<file path="src/rtl/replace_num_table.sv">
// replace_num_table: replacement-number store with per-entry valid flag.
// A RAM init sweep runs after reset and on flush. Reads in consume mode queue
// a clear of the entry's valid flag, and the clear is committed in a later
// idle write slot. A later write to the same address cancels that clear.
module replace_num_table #(
    parameter int DATA_WIDTH = 16,
    parameter int ADDR_WIDTH = 8,
    parameter int CLR_DEPTH  = 2,
    parameter bit STICKY     = 1'b0
) (
    input  logic                  clk,
    input  logic                  nrst,
    input  logic                  wr_en,
    input  logic [ADDR_WIDTH-1:0] wr_addr,
    input  logic [DATA_WIDTH-1:0] wr_data,
    input  logic                  rd_en,
    input  logic [ADDR_WIDTH-1:0] rd_addr,
    input  logic                  flush,
    output logic [DATA_WIDTH-1:0] data_out,
    output logic                  valid_out,
    output logic                  busy,
    output logic                  clr_ovf
);
    localparam int DEPTH = 2 ** ADDR_WIDTH;

    typedef enum logic {SWEEP, RUN} state_t;

    state_t                  state, state_nxt;
    logic [ADDR_WIDTH-1:0]   sweep_cnt, cnt_nxt;

    // Storage word: valid flag in the MSB, replacement data below it.
    logic [DATA_WIDTH:0]     mem [DEPTH];
    logic [DATA_WIDTH:0]     rd_word;
    logic                    ram_we;
    logic [ADDR_WIDTH-1:0]   ram_waddr;
    logic [DATA_WIDTH:0]     ram_wdata;

    // Pending-clear queue, kept compacted with the oldest entry in slot 0.
    logic [CLR_DEPTH-1:0]    q_vld, nq_vld;
    logic [ADDR_WIDTH-1:0]   q_addr  [CLR_DEPTH];
    logic [ADDR_WIDTH-1:0]   nq_addr [CLR_DEPTH];
    logic                    ovf_set;

    logic run, wr_acc, rd_acc, pop, hit, push_req;
    int   rank;

    assign run     = (state == RUN);
    assign busy    = (state == SWEEP);
    assign wr_acc  = run && wr_en;
    assign rd_acc  = run && rd_en;
    assign pop     = run && !wr_en && q_vld[0];
    assign rd_word = mem[rd_addr];

    // State and sweep counter register.
    always_ff @(posedge clk or negedge nrst) begin
        if (!nrst) begin
            state     <= SWEEP;
            sweep_cnt <= '0;
        end else begin
            state     <= state_nxt;
            sweep_cnt <= cnt_nxt;
        end
    end

    // Next state: the sweep walks every address once, and flush restarts it.
    always_comb begin
        state_nxt = state;
        cnt_nxt   = sweep_cnt;
        case (state)
            SWEEP: begin
                if (flush) begin
                    cnt_nxt = '0;
                end else if (sweep_cnt == '1) begin
                    state_nxt = RUN;
                    cnt_nxt   = '0;
                end else begin
                    cnt_nxt = sweep_cnt + 1'b1;
                end
            end
            RUN: begin
                if (flush) begin
                    state_nxt = SWEEP;
                    cnt_nxt   = '0;
                end
            end
            default: state_nxt = SWEEP;
        endcase
    end

    // Single RAM write port: sweep has priority, then the user write, then the queued clear.
    always_comb begin
        ram_we    = 1'b0;
        ram_waddr = sweep_cnt;
        ram_wdata = '0;
        if (!run) begin
            ram_we = 1'b1;
        end else if (wr_en) begin
            ram_we    = 1'b1;
            ram_waddr = wr_addr;
            ram_wdata = {1'b1, wr_data};
        end else if (q_vld[0]) begin
            ram_we    = 1'b1;
            ram_waddr = q_addr[0];
        end
    end

    // RAM write. Reads see the pre-write contents (read-first).
    always_ff @(posedge clk) begin
        if (ram_we) begin
            mem[ram_waddr] <= ram_wdata;
        end
    end

    // Queue update: drop the issued head and any superseded entries, compact the rest, then append the read.
    always_comb begin
        hit     = 1'b0;
        nq_vld  = '0;
        ovf_set = 1'b0;
        rank    = 0;
        for (int j = 0; j < CLR_DEPTH; j++) begin
            nq_addr[j] = '0;
        end
        for (int i = 0; i < CLR_DEPTH; i++) begin
            if (q_vld[i] && q_addr[i] == rd_addr) begin
                hit = 1'b1;
            end
        end
        for (int i = 0; i < CLR_DEPTH; i++) begin
            if (q_vld[i] && !(i == 0 && pop) && !(wr_acc && q_addr[i] == wr_addr)) begin
                for (int j = 0; j < CLR_DEPTH; j++) begin
                    if (j == rank) begin
                        nq_vld[j]  = 1'b1;
                        nq_addr[j] = q_addr[i];
                    end
                end
                rank = rank + 1;
            end
        end
        // A same-cycle write to the read address cancels the clear before it is queued.
        push_req = rd_acc && !STICKY && !hit && !(wr_acc && wr_addr == rd_addr);
        if (push_req) begin
            if (rank < CLR_DEPTH) begin
                for (int j = 0; j < CLR_DEPTH; j++) begin
                    if (j == rank) begin
                        nq_vld[j]  = 1'b1;
                        nq_addr[j] = rd_addr;
                    end
                end
            end else begin
                ovf_set = 1'b1;
            end
        end
        if (flush) begin
            nq_vld = '0;
        end
    end

    // Queue valid bits and the sticky overflow flag.
    always_ff @(posedge clk or negedge nrst) begin
        if (!nrst) begin
            q_vld   <= '0;
            clr_ovf <= 1'b0;
        end else begin
            q_vld   <= nq_vld;
            clr_ovf <= flush ? 1'b0 : (clr_ovf | ovf_set);
        end
    end

    // Queue addresses are meaningful only when the matching valid bit is set.
    always_ff @(posedge clk) begin
        q_addr <= nq_addr;
    end

    // Read register. A pending clear masks the valid flag; reads during a sweep return zero.
    always_ff @(posedge clk or negedge nrst) begin
        if (!nrst) begin
            data_out  <= '0;
            valid_out <= 1'b0;
        end else if (rd_en) begin
            if (!run) begin
                data_out  <= '0;
                valid_out <= 1'b0;
            end else begin
                data_out  <= rd_word[DATA_WIDTH-1:0];
                valid_out <= rd_word[DATA_WIDTH] & ~hit;
            end
        end
    end

endmodule

</file>
<file path="config.mk">
export PLATFORM = sky130hd
export DESIGN_NAME = replace_num_table
export DESIGN_NICKNAME = d
export VERILOG_FILES = /design/src/rtl/replace_num_table.sv
export SDC_FILE = /design/constraint.sdc
export NUM_CORES = 2
export LEC_CHECK = 0
export BUFFER_PORTS_ARGS = -buffer_cell sky130_fd_sc_hd__buf_4
export CORE_ASPECT_RATIO = 1.4
export CORE_MARGIN = 2
export CORE_UTILIZATION = 40
export CTS_CLUSTER_SIZE = 16
export DETAILED_ROUTE_END_ITERATION = 8
export GPL_ROUTABILITY_DRIVEN = 0
export PLACE_DENSITY = 0.65
export SLEW_MARGIN = 10
export SYNTH_ARGS = -nofsm -noshare
export SYNTH_HDL_FRONTEND = slang
export SYNTH_MEMORY_MAX_BITS = 65536
export SYNTH_SLANG_ARGS = --single-unit
</file>
<file path="constraint.sdc">
create_clock -name clk -period 24.1 [get_ports clk]
set_input_delay 7.23 -clock clk [delete_from_list [all_inputs] [get_ports clk]]
set_output_delay 7.23 -clock clk [all_outputs]
set_load 0.01 [all_outputs]
</file>
==> reports/results.tsv <==
metric	value	unit
GRT Util Overall	0.221	
Worst slew margin	0.0159	
I/O pin cnt	56	
post-route setup TNS	0	ns
fraction of layout cells with a size suffix above 1	0.237	
sequential cell area fraction in the yosys report	0.773	
Starting Density	0.402	
Cells after Synth	7996	
Post-CTS Setup Bufs	0	
die width	556	um
kind of critical path	in -> reg	
fraction of registers with async set/reset	0.00660	
row count	283	
Routed WL	483	mm
final-report hold violation count	0	
commonest non-fill, non-tap cells in the layout	edfxtp_1, mux4_2, mux2i_1	
post-synthesis compound-gate area fraction	0.0361	
WP data required	24.98	ns
Lkg Pwr	0.0664	uW
Core Util, Final	0.451	
most common cell after layout, fill and taps aside	edfxtp_1	
total CTS buffers	390	
Distinct cells, synth	77	
# Max-Cap Violations	1	
Port Buf Inserts	55	
clock slew at reported path FFs	0.06	ns
initial antenna violation count	36	
Clock Tree Root	clkbuf_16	
worst hold path class	reg -> reg	
top_reg_cell synth	edfxtp_1	
worst stage delay on the critical path	0.86	ns
outcome	finished with violations	
Yosys reg bits	4397	
Critical Path End Type	flip-flop	
main combinational cell family by area after synthesis	multiplexers	
# setup viols final	0	
Max Fanout on Critical Path	108	
Synth Area in Simple Gates	0.0175	
critical path cell sequence	buf_16 > buf_4 > buf_12 > buf_12 > buf_4 > mux4_2 > o22ai_1 > o21ai_1 > nand4_1 > o21a_1 > o32ai_1	
Core Region	424000	um^2
post-route ant nets	0	
post-synthesis adder-cell area fraction	0.000147	
CP Buf/Inv Count	5	
DRC viols	0	
die footprint	431000	um^2
violated checks	capacitance limit	
post-synthesis net count	8035	
worst ir drop on vdd	0.0617	mV
critical path's top delay family	buffers and inverters	
H-tree depth	5	
xor/xnor share of the synthesized area	0.00226	
Iter 0 DRT Violations	10754	
clk_skew	0.0794	ns
maximum buffer depth of the clock tree	4	
CTS resizes	0	
Least-Margin Pin Slew	1.47	ns
Die Y	776	um
Mapped Avg Cell Area	21.3	um^2
Setup crit start kind	input port	
Synth Cell Area	170000	um^2
Clock Latency Late Sink	0.99	ns
Worst EP arrival	13.02	ns
Layout area overhead	12.2	%
Hold-fix buffers, CTS	0	
number of synthesized flops with an enable pin	4352	
CTS tree	yes	
post-DP HPWL	293	mm
Via density	6.00	
first-pass GRT wire length	673	mm
WL per Instance	33.8	um
via count of the first global-routing pass	86228	
clk sinks	4397	
Final min period	12.14	ns
period utilization	0.504	
Vias	85722	
P per Cell Area	78.9	nW/um^2
fin. max-slew vios	0	
pin count of the biggest net entering global routing	237	
first drt pass iteration count	6	
fmax	0.0824	GHz
RSZ-0062 raised after global routing	no	
layout net count	8406	
post-synthesis mux area share	0.153	
Slowest cell on crit path	buf_4	
synth warn	0	
gr ovfl total	0	
-- worst register-to-register path: cells and delay by family, from the launching register on --
family	cells	cell delay (ns)
AND/OR/NAND/NOR	3	2.51
buffers and inverters	2	0.84
AO/OA/AOI/OAI	2	0.82
flip-flops	1	0.34
-- sequential cells by signal, summed over array words and instances (netlist names) --
signal,count
sweep_cnt,8
mem,4352
clr_ovf,1
run,1
q_vld,2
q_addr,16
valid_out,1
data_out,16
-- metrics by stage --
step / hold slack, ns / total power, uW / setup slack (ns) / instances / area, um^2
finish: 0.524 / 15100 / 11.96 / 14280 / 191000
global route: 0.538 / 15400 / 11.60 / 14264 / 191000
global placement: 0.493 / 9030 / 10.34 / 13526 / 178000
CTS: 0.515 / 15100 / 12.00 / 14239 / 191000
detailed placement: 0.506 / 9030 / 10.98 / 13530 / 179000
floorplan: 0.473 / 8820 / 7.91 / 7996 / 170000
-- final timing paths --
check / startpoint / end / slack [ns] / cells after the start
hold reg to reg: q_addr[13]$_DFF_P_ / q_addr[13]$_DFF_P_ / 0.52 / 2
setup reg to reg: run$_DFF_PN0_ / mem[110][7]$_DFFE_PP_ / 19.24 / 7
min in group asynchronous: nrst / data_out[8]$_DFFE_PN0P_ / 6.31 / 1
setup / recovery: rd_addr[0] / data_out[10]$_DFFE_PN0P_ / 11.96 / 11
max in group asynchronous: nrst / valid_out$_DFFE_PN0P_ / 17.24 / 1
hold / removal: q_addr[13]$_DFF_P_ / q_addr[13]$_DFF_P_ / 0.52 / 2
-- cell type report --
cell class,count,area [um^2]
Clock buffer,481,10200
Clock inverter,228,2260
Fill cell,35000,233000
Antenna cell,39,97.6
Sequential cell,4397,132000
Tap cell,5557,6950
Multi-Input combinational cell,3108,36200
Timing Repair Buffer,456,3670
Inverter,14,67.6
-- synthesized netlist by cell type (all sizes together) (18+ instances only) --
cell / count / area share
a22o: 33 / 0.0017
o22ai: 164 / 0.0060
nand4: 18 / 0.00066
nor3: 63 / 0.0019
and3: 30 / 0.0011
o221ai: 245 / 0.013
mux2i: 647 / 0.038
xnor2: 21 / 0.0011
a21oi: 151 / 0.0044
buf: 300 / 0.013
clkbuf: 177 / 0.0039
nor4: 26 / 0.00095
edfxtp: 4352 / 0.77
dfrtp: 29 / 0.0043
xor2: 23 / 0.0012
a211oi: 31 / 0.0014
nand2: 133 / 0.0029
o21ai: 101 / 0.0030
mux4: 870 / 0.12
a22oi: 38 / 0.0017
nor2: 320 / 0.0071
nand3: 23 / 0.00068
-- power by group --
| group | total [uW] | internal (uW) | switching [uW] |
|---|---|---|---|
| clock network | 6210 | 3420 | 2800 |
| logic | 584 | 206 | 378 |
| registers | 8280 | 8280 | 3.02 |
-- cells by family (layout without fill, tap and decap cells) --
group | count (synthesis) | after routing
muxes | 1524 | 1524
xor gates and xnor gates | 44 | 44
and+or+nand+nor | 669 | 669
adders and majority gates | 2 | 2
buffers and inverters | 491 | 1179
other | 0 | 39
AOI/OAI and AO/OA | 869 | 869
DFF | 4397 | 4397
-- routing by layer --
metal	track usage	up-vias	part of all wire
met3	0.0394	1005	0.084
met5	0	-	0.00027
li1	-	34476	-
met4	0.145	18	0.076
met2	0.369	4487	0.50
met1	0.262	45736	0.34
(Power assumes the default switching activity.)
